--- src/rtl/check_node_pkg.sv ---
// Shared widths, empty-cell constant, FSM encoding and cell record for the check-node sorted list.
package check_node_pkg;

  localparam int CNS_WIDTH    = 5;
  localparam int CNS_DW       = CNS_WIDTH + 1;
  localparam int CNS_SYM_BITS = 6;
  localparam int CNS_DEPTH    = 16;

  typedef enum logic [0:0] {
    ST_FILL  = 1'b0,
    ST_DRAIN = 1'b1
  } cns_state_e;

  typedef struct packed {
    logic                    occ;
    logic [CNS_DW-1:0]       data;
    logic [CNS_SYM_BITS-1:0] sym;
  } cell_t;

  localparam cell_t CNS_EMPTY_CELL = {1'b0, {CNS_DW{1'b1}}, {CNS_SYM_BITS{1'b0}}};

  function automatic cell_t cns_make_cell(input logic [CNS_DW-1:0] data,
                                          input logic [CNS_SYM_BITS-1:0] sym);
    cell_t c;
    c.occ  = 1'b1;
    c.data = data;
    c.sym  = sym;
    return c;
  endfunction

endpackage

--- src/rtl/check_node_sorted_list_if.sv ---
// Input and output valid/ready streams of the check-node sorted list.
interface check_node_sorted_list_if #(
  parameter int WIDTH    = check_node_pkg::CNS_WIDTH,
  parameter int SYM_BITS = check_node_pkg::CNS_SYM_BITS
) ();

  logic                in_valid;
  logic                in_ready;
  logic [WIDTH:0]      in_data;
  logic [SYM_BITS-1:0] in_sym;
  logic                in_last;
  logic                out_valid;
  logic                out_ready;
  logic [WIDTH:0]      out_data;
  logic [SYM_BITS-1:0] out_sym;
  logic                out_last;

  modport master (
    output in_valid, in_data, in_sym, in_last, out_ready,
    input  in_ready, out_valid, out_data, out_sym, out_last
  );

  modport slave (
    input  in_valid, in_data, in_sym, in_last, out_ready,
    output in_ready, out_valid, out_data, out_sym, out_last
  );

endinterface

--- src/rtl/check_node_cmp.sv ---
// Check-node comparator: input strictly below the cell value, with an empty cell always losing.
module check_node_cmp
  import check_node_pkg::*;
(
  input  logic [CNS_DW-1:0] i_a,
  input  logic [CNS_DW-1:0] i_b,
  input  logic              i_b_valid,
  output logic              o_lt
);

  assign o_lt = !i_b_valid || (i_a < i_b);

endmodule

--- src/rtl/check_node_sort_cell.sv ---
// One sorted-list cell: holds, takes the input, takes its left neighbour (insert) or its right one (drain).
module check_node_sort_cell
  import check_node_pkg::*;
(
  input  logic                    i_clk,
  input  logic                    i_rst_n,
  input  logic                    i_ins_en,
  input  logic                    i_shift_en,
  input  logic [CNS_DW-1:0]       i_in_data,
  input  logic [CNS_SYM_BITS-1:0] i_in_sym,
  input  logic                    i_lt_left,
  input  cell_t                   i_left,
  input  cell_t                   i_right,
  output logic                    o_lt,
  output cell_t                   o_cell
);

  cell_t r_cell;
  cell_t w_cell_nxt;
  logic  w_lt;

  check_node_cmp u_cmp (
    .i_a       (i_in_data),
    .i_b       (r_cell.data),
    .i_b_valid (r_cell.occ),
    .o_lt      (w_lt)
  );

  // Next cell value; the leftmost cell whose lt is set takes the input, the rest shift right.
  always_comb begin
    w_cell_nxt = r_cell;
    if (i_ins_en) begin
      if (w_lt && i_lt_left) begin
        w_cell_nxt = i_left;
      end else if (w_lt) begin
        w_cell_nxt = cns_make_cell(i_in_data, i_in_sym);
      end else begin
        w_cell_nxt = r_cell;
      end
    end else if (i_shift_en) begin
      w_cell_nxt = i_right;
    end else begin
      w_cell_nxt = r_cell;
    end
  end

  // Cell register
  always_ff @(posedge i_clk or negedge i_rst_n) begin
    if (!i_rst_n) begin
      r_cell <= CNS_EMPTY_CELL;
    end else begin
      r_cell <= w_cell_nxt;
    end
  end

  assign o_lt   = w_lt;
  assign o_cell = r_cell;

endmodule

--- src/rtl/check_node_sorted_list.sv ---
// Insertion-sorted list keeping the DEPTH most reliable (reliability, symbol) pairs of a frame.
// Optional CNS_DROP_COUNT_EN adds o_drop_count, the saturating per-frame discard count.
module check_node_sorted_list
  import check_node_pkg::*;
#(
  parameter int WIDTH    = CNS_WIDTH,
  parameter int SYM_BITS = CNS_SYM_BITS,
  parameter int DEPTH    = CNS_DEPTH
) (
  input  logic i_clk,
  input  logic i_rst_n,
  check_node_sorted_list_if.slave bus
`ifdef CNS_DROP_COUNT_EN
  ,
  output logic [7:0] o_drop_count
`endif
);

  cns_state_e          r_state;
  cns_state_e          w_state_nxt;
  logic                w_ins_en;
  logic                w_shift_en;
  logic                w_in_ready;
  logic                w_out_valid;
  logic                w_out_last;
  logic [WIDTH:0]      w_in_data;
  logic [SYM_BITS-1:0] w_in_sym;
  logic [DEPTH-1:0]    w_lt;
  cell_t               w_cell [DEPTH];
  logic                w_lt_tail_unused;

  assign w_in_data        = bus.in_data;
  assign w_in_sym         = bus.in_sym;
  assign w_lt_tail_unused = w_lt[DEPTH-1];

  for (genvar gi = 0; gi < DEPTH; gi++) begin : g_cell
    cell_t w_left;
    cell_t w_right;
    logic  w_lt_left;

    if (gi == 0) begin : g_head
      assign w_left    = CNS_EMPTY_CELL;
      assign w_lt_left = 1'b0;
    end else begin : g_body
      assign w_left    = w_cell[gi-1];
      assign w_lt_left = w_lt[gi-1];
    end

    // The tail refills with an empty cell as the list drains towards the head.
    if (gi == DEPTH - 1) begin : g_tail
      assign w_right = CNS_EMPTY_CELL;
    end else begin : g_inner
      assign w_right = w_cell[gi+1];
    end

    check_node_sort_cell u_cell (
      .i_clk      (i_clk),
      .i_rst_n    (i_rst_n),
      .i_ins_en   (w_ins_en),
      .i_shift_en (w_shift_en),
      .i_in_data  (w_in_data),
      .i_in_sym   (w_in_sym),
      .i_lt_left  (w_lt_left),
      .i_left     (w_left),
      .i_right    (w_right),
      .o_lt       (w_lt[gi]),
      .o_cell     (w_cell[gi])
    );
  end

  // FSM state register
  always_ff @(posedge i_clk or negedge i_rst_n) begin
    if (!i_rst_n) begin
      r_state <= ST_FILL;
    end else begin
      r_state <= w_state_nxt;
    end
  end

  // Next state plus insert/shift enables and handshake outputs
  always_comb begin
    w_state_nxt = r_state;
    w_ins_en    = 1'b0;
    w_shift_en  = 1'b0;
    w_in_ready  = 1'b0;
    w_out_valid = 1'b0;
    w_out_last  = 1'b0;
    case (r_state)
      ST_FILL: begin
        w_in_ready = 1'b1;
        w_ins_en   = bus.in_valid;
        if (bus.in_valid && bus.in_last) begin
          w_state_nxt = ST_DRAIN;
        end else begin
          w_state_nxt = ST_FILL;
        end
      end
      ST_DRAIN: begin
        w_out_valid = w_cell[0].occ;
        w_out_last  = w_cell[0].occ && !w_cell[1].occ;
        w_shift_en  = w_out_valid && bus.out_ready;
        // An empty head in DRAIN cannot occur normally; leaving avoids a dead lock.
        if (w_shift_en && w_out_last) begin
          w_state_nxt = ST_FILL;
        end else if (!w_cell[0].occ) begin
          w_state_nxt = ST_FILL;
        end else begin
          w_state_nxt = ST_DRAIN;
        end
      end
      default: begin
        w_state_nxt = ST_FILL;
      end
    endcase
  end

  assign bus.in_ready  = w_in_ready;
  assign bus.out_valid = w_out_valid;
  assign bus.out_data  = w_cell[0].data;
  assign bus.out_sym   = w_cell[0].sym;
  assign bus.out_last  = w_out_last;

`ifdef CNS_DROP_COUNT_EN
  logic       w_accept;
  logic [7:0] r_drop_count;

  assign w_accept = (r_state == ST_FILL) && bus.in_valid;

  // A full tail means every accepted beat costs one entry: either the evicted tail or the input itself.
  always_ff @(posedge i_clk or negedge i_rst_n) begin
    if (!i_rst_n) begin
      r_drop_count <= 8'd0;
    end else if (w_accept && !w_cell[0].occ) begin
      r_drop_count <= 8'd0;
    end else if (w_accept && w_cell[DEPTH-1].occ && (r_drop_count != 8'hFF)) begin
      r_drop_count <= r_drop_count + 8'd1;
    end else begin
      r_drop_count <= r_drop_count;
    end
  end

  assign o_drop_count = r_drop_count;
`endif

endmodule

--- src/flat_wrapper.sv ---
// flat-port wrapper written by rule: the top's interface ports become plain ports
module check_node_sorted_list_flat import check_node_pkg::*;
#(
  parameter int WIDTH    = CNS_WIDTH,
  parameter int SYM_BITS = CNS_SYM_BITS,
  parameter int DEPTH    = CNS_DEPTH
)
  (i_clk, i_rst_n, bus_in_valid, bus_in_data, bus_in_sym, bus_in_last, bus_out_ready, bus_in_ready, bus_out_valid, bus_out_data, bus_out_sym, bus_out_last);
  check_node_sorted_list_if #(.WIDTH(WIDTH), .SYM_BITS(SYM_BITS)) bus_i ();
  input  logic i_clk;
  input  logic i_rst_n;
  input wire logic [$bits(bus_i.in_valid)-1:0] bus_in_valid;
  input wire logic [$bits(bus_i.in_data)-1:0] bus_in_data;
  input wire logic [$bits(bus_i.in_sym)-1:0] bus_in_sym;
  input wire logic [$bits(bus_i.in_last)-1:0] bus_in_last;
  input wire logic [$bits(bus_i.out_ready)-1:0] bus_out_ready;
  output wire logic [$bits(bus_i.in_ready)-1:0] bus_in_ready;
  output wire logic [$bits(bus_i.out_valid)-1:0] bus_out_valid;
  output wire logic [$bits(bus_i.out_data)-1:0] bus_out_data;
  output wire logic [$bits(bus_i.out_sym)-1:0] bus_out_sym;
  output wire logic [$bits(bus_i.out_last)-1:0] bus_out_last;
  assign bus_i.in_valid = bus_in_valid;
  assign bus_i.in_data = bus_in_data;
  assign bus_i.in_sym = bus_in_sym;
  assign bus_i.in_last = bus_in_last;
  assign bus_i.out_ready = bus_out_ready;
  assign bus_in_ready = bus_i.in_ready;
  assign bus_out_valid = bus_i.out_valid;
  assign bus_out_data = bus_i.out_data;
  assign bus_out_sym = bus_i.out_sym;
  assign bus_out_last = bus_i.out_last;
  check_node_sorted_list #(.WIDTH(WIDTH), .SYM_BITS(SYM_BITS), .DEPTH(DEPTH)) u_core (.i_clk(i_clk), .i_rst_n(i_rst_n), .bus(bus_i));
endmodule
--- config.mk ---
export PLATFORM = sky130hd
export DESIGN_NAME = check_node_sorted_list_flat
export DESIGN_NICKNAME = d
export VERILOG_FILES = /design/src/rtl/check_node_pkg.sv /design/src/rtl/check_node_sorted_list_if.sv /design/src/rtl/check_node_cmp.sv /design/src/rtl/check_node_sort_cell.sv /design/src/rtl/check_node_sorted_list.sv /design/src/flat_wrapper.sv
export SDC_FILE = /design/constraint.sdc
export NUM_CORES = 1
export LEC_CHECK = 0
export BUFFER_PORTS_ARGS = -buffer_cell sky130_fd_sc_hd__buf_2
export CAP_MARGIN = 20
export CORE_ASPECT_RATIO = 1.2
export CORE_UTILIZATION = 60
export CTS_CLUSTER_SIZE = 28
export DETAILED_ROUTE_END_ITERATION = 12
export PLACE_DENSITY = 0.77
export SYNTH_ARGS = -nofsm -noshare
export SYNTH_HDL_FRONTEND = slang
export SYNTH_SLANG_ARGS = --single-unit
--- constraint.sdc ---
create_clock -name i_clk -period 4.65 [get_ports i_clk]
set_input_delay 0 -clock i_clk [delete_from_list [all_inputs] [get_ports i_clk]]
set_output_delay 0 -clock i_clk [all_outputs]
set_load 0.1 [all_outputs]
# --- After elaboration in Yosys (flattened, before gate mapping) ---
# Index checks and enable logic that the tools add are counted.
op_classes:
  magnitude_cmp: 16
  n_eq_ne: 16
  muxes: 72
  bitwise: 1
  n_reduce_logical: 68
op_table:
  columns: ["operator", "n"]
  rows:
  - ["13-bit 2-to-1 mux", 63]
  - ["6-bit less-than comparator", 16]
  - ["3-bit inequality test (second input constant)", 15]
  - ["2-bit AND reduction", 16]
  - ["1-bit logical AND", 19]
  - ["1-bit logical NOT", 16]
  - ["1-bit logical OR", 16]
  - ["1-bit 2-to-1 mux", 8]
  - ["2-bit inequality test (second input constant)", 1]
  - ["1-bit one-hot mux with 2 select lines", 1]
  - ["2-bit nonzero test", 1]
  - ["1-bit NOT", 1]
totals:
  register_bits: 209
  input_bits: 17
  word_cells: 222

# --- Longest topological paths before layout ---
# Gate-level depths: netlist of the first run.
logic_depth:
  ltp_word: 5
  mapped_depth: 9
  mapped_depth_nobuf: 7

# --- Hierarchy ---
# A second synthesis of the first run with hierarchy kept.
unflattened:
  hier_cells: 1675
  area_unflattened_um2: 17043.8
by_module_without_submodules:
  columns: ["module", "n_inst", "cells_each", "area_per_inst_um2", "seq_area_each_um2"]
  rows:
  - ["check_node_sort_cell", 16, 86, 933.4, 332.8]
  - ["check_node_cmp", 16, 18, 126.4, 0.0]
  - ["check_node_sorted_list", 1, 11, 87.6, 25.0]

# --- Worst setup path after synthesis of the first run ---
# Ideal clock, no wire load.
synth_timing:
  path_kind: "reg2reg"
  startpoint: "reg u_core.g_cell[0].u_cell.r_cell (netlist bit u_core.g_cell[0].u_cell.o_cell[10])"
  endpoint: "reg u_core.g_cell[0].u_cell.r_cell (netlist bit u_core.g_cell[0].u_cell.o_cell[2])"
  setup_time_ns: 0.126
  arrival_time_ns: 2.519
  t_required_ns: 4.524
  path_slack_ns: 2.005
  stages_incl_launch_ff: 9
  path_buffers: 1
  synth_period_minus_slack_ns: 2.645
  cell_sequence: "dfstp_2 > inv_1 > ha_1 > a21o_1 > a21oi_1 > o22ai_2 > o21ai_1 > buf_2 > mux2_2"
synth_between:
  elab_chain_cells: 4
synth_lines:
  columns: ["element", "line_no", "text"]
  rows:
  - ["start: declaration", "check_node_sort_cell.sv:18", "cell_t r_cell;"]
  - ["start signal: assignment", "check_node_sort_cell.sv:52", "r_cell <= w_cell_nxt;"]
  - ["6-bit less-than comparator", "check_node_cmp.sv:11", "assign o_lt = !i_b_valid || (i_a < i_b);"]
  - ["1-bit logical OR", "check_node_cmp.sv:11", null]
  - ["2-bit inequality test (no source line)", null, null]
  - ["2-bit AND reduction (no source line)", null, null]
# Every way passes these cells.
# A chain may end at the register's enable or synchronous reset.

# --- Worst setup path after layout of the first run ---
layout_timing:
  startpoint: "in bus_in_data[5]"
  endpoint: "reg u_core.g_cell[1].u_cell.r_cell (netlist bit u_core.g_cell[1].u_cell.o_cell[10])"
layout_between:
  elab_chain_cells: 5
  elab_cells_between_ends: 9
layout_lines:
  columns: ["element", "line_no", "text"]
  rows:
  - ["start: declaration", "flat_wrapper.sv:13", "input wire logic [$bits(bus_i.in_data)-1:0] bus_in_data;"]
  - ["6-bit less-than comparator", "check_node_cmp.sv:11", null]
  - ["1-bit logical OR", "check_node_cmp.sv:11", null]
  - ["1-bit logical AND", "check_node_sort_cell.sv:33", "if (w_lt && i_lt_left) begin"]
  - ["3-bit inequality test (no source line) or 13-bit 2-to-1 mux (tied branches)", null, null]
  - ["2-bit AND reduction (no source line) or 13-bit 2-to-1 mux (tied branches)", null, null]
  - ["end signal: assignment", "check_node_sort_cell.sv:52", null]
  - ["end: declaration", "check_node_sort_cell.sv:18", null]
# Several ways; a longest one is shown, not always the timed one.

==> run metrics, run 1 <==
ys flop type=dfrtp_1; slowest CP cell=o311a_1; Final Critical Period=3.03 ns; Die Area=23800 um2; clock-pin transition on the worst setup and hold timing paths=0.06 ns; Final HPWL DP=27600 um; Cell Pwr Density=822 nW/um2; #FFs+latches synth=209; CP max FO=19; fin util=0.671; Final WS setup=roughly 1.6 ns; Max clock buf depth=3; Seq/Total Area, Yosys=0.384; mux contribution to synthesized area=0.0925; Post-Synthesis Cells=around 1500; maximum capacitance violations=0; Skew-Pair Late Insertion Delay=approximately 0.54 ns; Min Hold Slack=between 0.02 and 0.03 ns; peak supply drop=0.000832 V; Synth Net Count=1586; count of warnings emitted by yosys=0; post-CTS resize count=0; vias in the first global route=12500; Max-slew headroom=0.270; R2R cell count=7; worst-path cell chain=dlygate4sd3_1 -> buf_2 -> buf_4 -> ha_1 -> a21oi_1 -> o22a_1 -> o311a_1 -> nor2_1 -> a221oi_1; syn_area_per_cell=about 9.3 um2; initial antenna violation count=0; WP data required=approximately 5.1 ns; Synth Area in Compound Gates=0.241; hold_sp=bus_in_data[0]; Synth Area in Adders=0.0719; postcts setup bufs=0; period utilization=0.651; Slew Viols, Final=0; Critical Path End Type=register; hold buffer count at cts=14; xor and xnor area share after synthesis=0; DR vias/cell=6.92; Leakage=7.15 nW; Synth area leaders=dfrtp_1 (20%), dfstp_2 (18%), mux2i_1 (8.2%); GPL Wtd Cong=between 0.8 and 0.9; final hold vios=0; CTS sink cnt=209; final wirelength=41000 um; critical path class=input port to register; Synth Area in Simple Gates=0.127; ys async rst share=1.00; Worst Setup SP=bus_in_data[5]; initial core utilization=0.616; chip height=roughly 170 um; Placed Area=14100 um2; clk_skew=approximately 0.020 ns; status=finished clean; synth unique cells=65; drt drc=0; CTS tree=yes; I/O Pins=32; worst path arrival time=~3.5 ns; port bufs=31; main combinational cell family by area after synthesis=compound AO/OA/AOI/OAI gates; DR pass1 iterations=5; Tightest Pin Transition=1.10 ns; layout net count=1566; Final Power=12.5 mW; Die X=between 100 and 150 um; setup TNS=0 ns; first-pass GRT wire length=about 66000 um; Critical Path Start Type=input port; post-route cell area=15200 um2; CORE AREA=22600 um2; Root Driver=clkbuf_16; Setup violations, final=0; hold path depth=3; largest area contributor in the netlist=dfrtp_1; pre-CTS setup slack=1.59 ns; Total GRT Usage=0.351; CP max stage delay=0.62 ns; antenna cells=0; maximum clock rate=330 MHz; WL/cell=22.8 um; H-tree levels=1; layout cells sized above 1=0.172; Vias=roughly 12000; worst min-delay path class=input port to register; Core Rows=60; Iteration-0 DRC Markers=1153; area grow syn2layout=8.93%; gr ovfl total=0; Cells after DPL=1738; EDFF count, synth=0; TritonCTS buffer count=24; largest net degree at the start of global routing=around 120; unrepaired setup endpoints after global routing=false; post-synthesis cell area=between 10000 and 15000 um2; post-route ant nets=0; post-synth top area share=0.203; Crit Reg-Reg Startpoint=u_core.g_cell[11].u_cell.o_cell[11]; final non-filler cell total=1797
## synthesized netlist by cell type (17+ instances only)
master / count
a221oi_1: 91
a21oi_1: 58
ha_1: 80
a31oi_1: 26
mux2i_1: 114
o21ai_0: 17
buf_2: 38
nand2b_1: 27
dfrtp_1: 113
nand3_1: 19
nor3_1: 64
dfstp_2: 96
o32ai_1: 42
nand2_1: 76
nor2_1: 147
inv_1: 156
o31ai_1: 25
clkbuf_1: 51
o221a_2: 24
## where the power goes
part | leakage (nW) | total, mW | internal [mW] | switching (mW)
Clock | 0.446 | 2.16 | 1.34 | 0.813
Sequential | 2.25 | 3.88 | 3.02 | 0.858
Combinational | 4.45 | 6.43 | 2.47 | 3.96
## worst max-delay path, delay by kind of cell
kind	cells	cell delay, ns
compound gates	4	1.42
fa+ha+maj	1	0.30
buf+inv	3	1.28
simple gates	1	0.43
## cell type report
cell class	instances	area (um2)
fill	1780	7440
timing repair buffer	69	509
clock inverter	14	231
inverter	156	586
multi-input combinational	1009	7430
sequential	209	5350
tap	310	388
clock buffer	30	663
## kinds of logic (layout without fill, tap and decap cells)
logic type               after synthesis  after routing
AO/OA/AOI/OAI                        418            418
buffers and inverters                271            269
multiplexers                         127            127
AND/OR/NAND/NOR                      384            384
flip-flops                           209            209
adder cells (fa/ha/maj)               80             80
## placed cells by master (no fill, tap or decap), types with 10 or more instances in the layout
cell type      count
nor3_1            64
a21o_1            14
ha_1              80
inv_1            156
dlygate4sd3_1     14
mux2_2            13
nand2b_1          27
o31ai_1           25
o21ai_0           17
nand2_1           76
nor2_1           147
a221oi_1          91
o32a_1            12
buf_4             22
dfrtp_1          113
a211oi_1          10
a31oi_1           26
clkbuf_16         24
o32ai_1           42
mux2i_1          114
o221a_2           24
a21oi_1           58
or3_1             11
buf_2             30
o211ai_1          11
nand3_1           18
o221ai_1          13
dfstp_2           96
## state kept, by name, summed over array words and instances, names as in the netlist
signal                       cells
u_core.r_state                   1
u_core.g_cell.u_cell.o_cell    208
## final timing paths
path | to | slack, ns
setup / recovery | u_core.g_cell[1].u_cell.o_cell[10] | 1.62
hold / removal | u_core.g_cell[7].u_cell.o_cell[6] | 0.03
setup reg to reg | u_core.g_cell[11].u_cell.o_cell[11] | 1.63
hold reg to reg | u_core.g_cell[4].u_cell.o_cell[6] | 0.52
max in group asynchronous | u_core.g_cell[15].u_cell.o_cell[2] | 3.45
min in group asynchronous | u_core.g_cell[12].u_cell.o_cell[12] | 0.13
## routing by layer
layer | up-vias | track usage | wire length (um)
met1 | 6178 | 0.427 | 16100
met2 | 586 | 0.604 | 20200
li1 | 5513 | - | -
met3 | 154 | 0.0373 | 2290
met5 | - | 0 | 0
met4 | 0 | 0.207 | 2400
Power figures use the tool's default switching activity.
==> run 2: changes to the inputs <==
==> constraint.sdc (replaced) <==
create_clock -name i_clk -period 3 [get_ports i_clk]
set_input_delay 0 -clock i_clk [delete_from_list [all_inputs] [get_ports i_clk]]
set_output_delay 0 -clock i_clk [all_outputs]
set_load 0.1 [all_outputs]
==> run metrics, run 2 (synthesized netlist as in run 1, its figures left out) <==
status=complete, but fails checks; failing checks=hold timing; Slew Viols, Final=0 (unchanged); final non-filler cell total=1831 (+1.9%); Core Rows=60 (unchanged); vias in the first global route=12600 (+1.2%); hold buffer count at cts=15 (+1); Max-slew headroom=0.365 (+0.0950); Leakage=7.25 nW (+1.5%); largest net degree at the start of global routing=111 (-3.5%); drt drc=0 (unchanged); CORE AREA=22600 um2 (unchanged); period utilization=0.899; CTS tree=yes; met2 usage=0.605 (+0.00108); first-pass GRT wire length=67100 um (+2.1%); final wirelength=41400 um (+1.0%); layout cells sized above 1=0.188 (+0.0160); TritonCTS buffer count=24 (unchanged); maximum clock rate=371 MHz; flip-flop count of the largest register after layout=208 (unchanged); maximum capacitance violations=0 (unchanged); most frequent cells in the layout=inv_1 (156), nor2_1 (147), mux2i_1 (114); Reg power frac=0.315 (+0.004); CTS sink cnt=209 (unchanged); worst path arrival time=3.12 ns (-0.33 ns); peak supply drop=0.00137 V (+65%); Min Hold Slack=-0.00577 ns (-0.0339 ns); Clk pwr share=0.153 (-0.020); post-CTS resize count=0 (unchanged); final hold vios=6 (+6); postcts setup bufs=0 (unchanged); busiest grt layer=met2; port bufs=31 (unchanged); post-route ant nets=0 (unchanged); worst min-delay path class=input port to async pin; Die Area=23800 um2 (unchanged); H-tree levels=1 (unchanged); setup TNS=0 ns (unchanged); Cell Pwr Density=1250 nW/um2 (+52%); initial core utilization=0.616 (unchanged); clk_skew=0.0243 ns (+0.00436 ns); WP data required=3.42 ns (-1.65 ns); CP max FO=15 (-4); WL/cell=22.6 um (-0.86%); area grow syn2layout=10.1%; Max clock buf depth=3 (unchanged); gr ovfl total=0 (unchanged); Vias=12400 (-0.032%); Critical Path Start Type=register; Cells after DPL=1771 (+1.9%); post-route cell area=15300 um2 (+1.1%); unrepaired setup endpoints after global routing=false; fin util=0.678 (+0.00725); Die X=141 um (unchanged); Tightest Pin Transition=0.949 ns (-0.146 ns); Gate power share=0.531 (+0.015); Final HPWL DP=28300 um (+2.5%); DR vias/cell=6.79 (-1.9%); Setup violations, final=0 (unchanged); most common cell after layout, fill and taps aside=inv_1; Skew-Pair Late Insertion Delay=0.54 ns (about the same); NetSw=8.79 mW (+56%); clock-pin transition on the worst setup and hold timing paths=0.06 ns (about the same); # fillers=1745 (-2.0%); Placed Area=14400 um2 (+1.9%); Final Critical Period=2.70 ns; chip height=169 um (unchanged); initial antenna violation count=0 (unchanged); internal power=10.4 mW (+52%); I/O Pins=32 (unchanged); grt met1 use=0.438 (+0.0109); Critical Path End Type=register; critical path class=register to register; R2R cell count=7 (unchanged); DR pass1 iterations=5 (unchanged); Sw Ratio=0.458 (+0.00640); Root Driver=clkbuf_16; Iteration-0 DRC Markers=1241 (+7.6%); met3 global-route usage=0.0433 (+0.00594); Total GRT Usage=0.358 (+0.00708); GPL Wtd Cong=0.905 (+5.1%); layout net count=1599 (+2.1%)
[run 2: changes by cell type in the layout (fill, tap and decap cells not counted)]
| cell | before | now |
|---|---|---|
| buf_4 | 22 | 52 |
| clkbuf_1 | 2 | 4 |
| diode_2 | 0 | 1 |
| clkinvlp_4 | 0 | 2 |
| dlygate4sd3_1 | 14 | 15 |
| buf_12 | 2 | 4 |
| clkbuf_8 | 5 | 6 |
| bufinv_16 | 6 | 1 |
[run 2: per-layer routing]
layer / vias to the layer above / share of wire
met5: - / 0
met4: 0 / 0.058
met3: 155 / 0.063
met2: 539 / 0.48
met1: 6163 / 0.39
li1: 5570 / -
[run 2: path summary, 6_finish.rpt]
| check | start | to | slack [ns] |
|---|---|---|---|
| setup / recovery | u_core.g_cell[1].u_cell.o_cell[11] | u_core.g_cell[2].u_cell.o_cell[1] | 0.30 |
| min in group i_clk | bus_in_data[5] | u_core.g_cell[12].u_cell.o_cell[11] | 0.06 |
| hold reg to reg | u_core.g_cell[0].u_cell.o_cell[10] | u_core.g_cell[0].u_cell.o_cell[10] | 0.51 |
| max in group asynchronous | i_rst_n | u_core.g_cell[5].u_cell.o_cell[5] | 2.07 |
| setup reg to reg | u_core.g_cell[1].u_cell.o_cell[11] | u_core.g_cell[2].u_cell.o_cell[1] | 0.30 |
| hold / removal | i_rst_n | u_core.g_cell[10].u_cell.o_cell[0] | -0.006 |
[run 2: metrics by stage]
step	setup slack, ns	power, mW	hold slack (ns)
floorplan	0.355	13.5	-0.296
global placement	0.491	15.6	-0.0255
detailed placement	0.413	16.0	-0.0249
CTS	0.369	19.0	0.000756
global route	0.147	20.3	0.0357
finish	0.302	19.2	-0.00577
[run 2: critical path: stages (launching register included)]
cell and delay (ns):
dfstp_2 0.55, inv_1 0.07, ha_1 0.29, a21oi_1 0.16, o22a_1 0.19, o311a_1 0.58, nand2b_1 0.39, o221a_2 0.36
[run 2: layout make-up]
| type | count | area (um2) | share of cell area |
|---|---|---|---|
| multi-input combinational | 1009 | 7430 | 0.485 |
| sequential | 209 | 5350 | 0.349 |
| timing repair buffer | 102 | 785 | 0.0512 |
| clock buffer | 33 | 684 | 0.0447 |
| inverter | 156 | 586 | 0.0382 |
| tap | 310 | 388 | 0.0253 |
| clock inverter | 11 | 96.3 | 0.00629 |
| antenna | 1 | 2.50 | 0.000163 |
[run 2: power groups by stage]
stage                     Sequential [mW]  Combinational (mW)  Clock, mW
after floorplan                      6.12                7.39          0
after global placement               5.95                9.69          0
after detailed placement             5.99                10.0          0
after CTS                            5.97                10.1       2.95
after global routing                 6.18                11.1       3.06
final                                6.05                10.2       2.94
==> run 3: changes to the inputs <==
--- a/config.mk
+++ b/config.mk
@@ -11,7 +11,7 @@
 export CORE_UTILIZATION = 60
 export CTS_CLUSTER_SIZE = 28
 export DETAILED_ROUTE_END_ITERATION = 12
-export PLACE_DENSITY = 0.77
+export PLACE_DENSITY = 0.88
 export SYNTH_ARGS = -nofsm -noshare
 export SYNTH_HDL_FRONTEND = slang
 export SYNTH_SLANG_ARGS = --single-unit
==> run metrics, run 3 (synthesized netlist as in run 1, its figures left out) <==
status=finished clean; post-route ant nets=0 (unchanged); area grow syn2layout=9.92%; maximum clock rate=383 MHz (+3.3%); Final Critical Period=2.61 ns (-0.0864 ns); final non-filler cell total=1831 (unchanged); worst-path cell chain=inv_1 -> ha_1 -> nand2_1 -> o21ai_0 -> nand4_1 -> o221ai_1 -> a221oi_1; Crit Reg-Reg Startpoint=u_core.g_cell[7].u_cell.o_cell[8]; final wirelength=42700 um (+3.1%); drt drc=0 (unchanged); DR vias/cell=7.08 (+4.4%); Iteration-0 DRC Markers=1485 (+20%); layout net count=1601 (+0.13%); Skew-Pair Late Insertion Delay=0.53 ns (about the same); flip-flop count of the largest register after layout=208 (unchanged); first-pass GRT wire length=68600 um (+2.2%); Critical Path Start Type=register; Placed Area=14400 um2 (+0.38%); setup slack, reg-to-reg=0.39 ns (+0.09 ns); hold path depth=3; Final WS setup=0.388 ns (+0.0864 ns); worst reg2reg path endpoint=u_core.g_cell[7].u_cell.o_cell[3]; largest net degree at the start of global routing=103 (-7.2%); Critical Path End Type=register; most frequent cells in the layout=inv_1 (156), nor2_1 (147), mux2i_1 (114); antenna cells=0 (-1); layout cells sized above 1=0.192 (+0.00382); GPL Wtd Cong=0.931 (+2.8%); TritonCTS buffer count=23 (-4.2%); worst min-delay path class=input port to register; clock-pin transition on the worst setup and hold timing paths=0.06 ns (about the same); hold_sp=bus_in_data[3]; Slew Viols, Final=0 (unchanged); critical path class=register to register; Cell Pwr Density=1260 nW/um2 (+0.97%); H-tree levels=1 (unchanged); Max clock buf depth=3 (unchanged); I/O Pins=32 (unchanged); worst path arrival time=3.00 ns (-0.12 ns); period utilization=0.871 (-0.0288); WL/cell=23.3 um (+3.1%); R2R cell count=7 (unchanged); port bufs=31 (unchanged); DR pass1 iterations=6 (+1); initial antenna violation count=1 (+1); Vias=13000 (+4.4%); Final Power=19.3 mW (+0.81%); setup TNS=0 ns (unchanged); Final HPWL DP=28200 um (-0.17%); CORE AREA=22600 um2 (unchanged); Leakage=7.25 nW (about the same); CP max FO=12 (-3); final hold vios=0 (-6); # fillers=1608 (-7.9%); chip height=169 um (unchanged); most common cell after layout, fill and taps aside=inv_1; post-route cell area=15300 um2 (-0.16%); Die Area=23800 um2 (unchanged); fin util=0.677 (-0.00111); Max-slew headroom=0.367 (+0.00199); Setup violations, final=0 (unchanged); peak supply drop=0.00118 V (-14%); Die X=141 um (unchanged); initial core utilization=0.616 (unchanged); Buf/Inv on CP=1 (unchanged); Total GRT Usage=0.364 (+0.00635); unrepaired setup endpoints after global routing=false; Min-Delay Endpoint=u_core.g_cell[7].u_cell.o_cell[9]; gr ovfl total=0 (unchanged); clk_skew=0.0146 ns (-0.00964 ns); maximum capacitance violations=0 (unchanged); CTS sink cnt=209 (unchanged); Top delay family on crit path=compound AO/OA/AOI/OAI gates; Tightest Pin Transition=0.946 ns (-0.00364 ns); Sequential Area=5350 um2 (unchanged); WP data required=3.39 ns (-0.03 ns); pre-CTS setup slack=0.462 ns (+0.0490 ns); CP max stage delay=0.58 ns (about the same); vias in the first global route=13100 (+3.8%); Cells after DPL=1778 (+0.40%); slowest CP cell=nand4_1; CTS tree=yes; Root Driver=clkbuf_16; Core Rows=60 (unchanged); Min Hold Slack=0.0161 ns (+0.0218 ns); area of the multi-input gates=7440 um2 (about the same); post-CTS resize count=0 (unchanged)
-- run 3: cell types whose count changed in the layout (fill, tap and decap cells not counted), moves of 2 or more --
cell	change
buf_4	+7
dlygate4sd3_1	-4
clkbuf_8	+3
clkinv_2	-2
clkinvlp_4	-2
inv_6	+2
-- run 3: repair_timing --
| item | in CTS | in global routing |
|---|---|---|
| hold buffers | 11 | 0 |
| setup buffers | 0 | 0 |
| endpoints found under the hold margin | 100 | 0 |
-- run 3: worst max path at each step --
stage,from,end,slack (ns),cells past startpoint
global route,u_core.g_cell[7].u_cell.o_cell[8],u_core.g_cell[7].u_cell.o_cell[3],0.27,7
detailed placement,u_core.g_cell[8].u_cell.o_cell[11],u_core.g_cell[9].u_cell.o_cell[2],0.46,8
CTS,u_core.g_cell[8].u_cell.o_cell[11],u_core.g_cell[9].u_cell.o_cell[2],0.46,8
floorplan,u_core.g_cell[0].u_cell.o_cell[10],u_core.g_cell[0].u_cell.o_cell[2],0.36,8
finish,u_core.g_cell[7].u_cell.o_cell[8],u_core.g_cell[7].u_cell.o_cell[3],0.39,7
global placement,u_core.g_cell[2].u_cell.o_cell[10],u_core.g_cell[2].u_cell.o_cell[3],0.57,7
-- run 3: layer usage --
layer  vias up  part of all wire  global-route usage
li1       5568                 -                   -
met1      6296              0.36               0.416
met2       848              0.48               0.613
met3       260             0.082              0.0620
met4         0             0.080               0.276
met5         -                 0                   0
-- run 3: tightest hold or removal path: stages --
cell      delay [ns]
buf_2           0.32
inv_1           0.12
a221oi_1        0.08
-- run 3: area by class of cell --
| class | instances | area share |
|---|---|---|
| flip-flops and latches | 209 | 0.350 |
| repair buffers | 105 | 0.0521 |
| clock inverters | 7 | 0.00278 |
| multi-input cells | 1009 | 0.486 |
| well taps | 310 | 0.0254 |
| clock buffers | 35 | 0.0458 |
| inverters | 156 | 0.0383 |
-- run 3: report_power, final --
part	total [mW]	switching [mW]	internal, mW
clock network	2.83	1.22	1.61
registers	6.09	1.40	4.68
logic	10.4	6.37	4.06
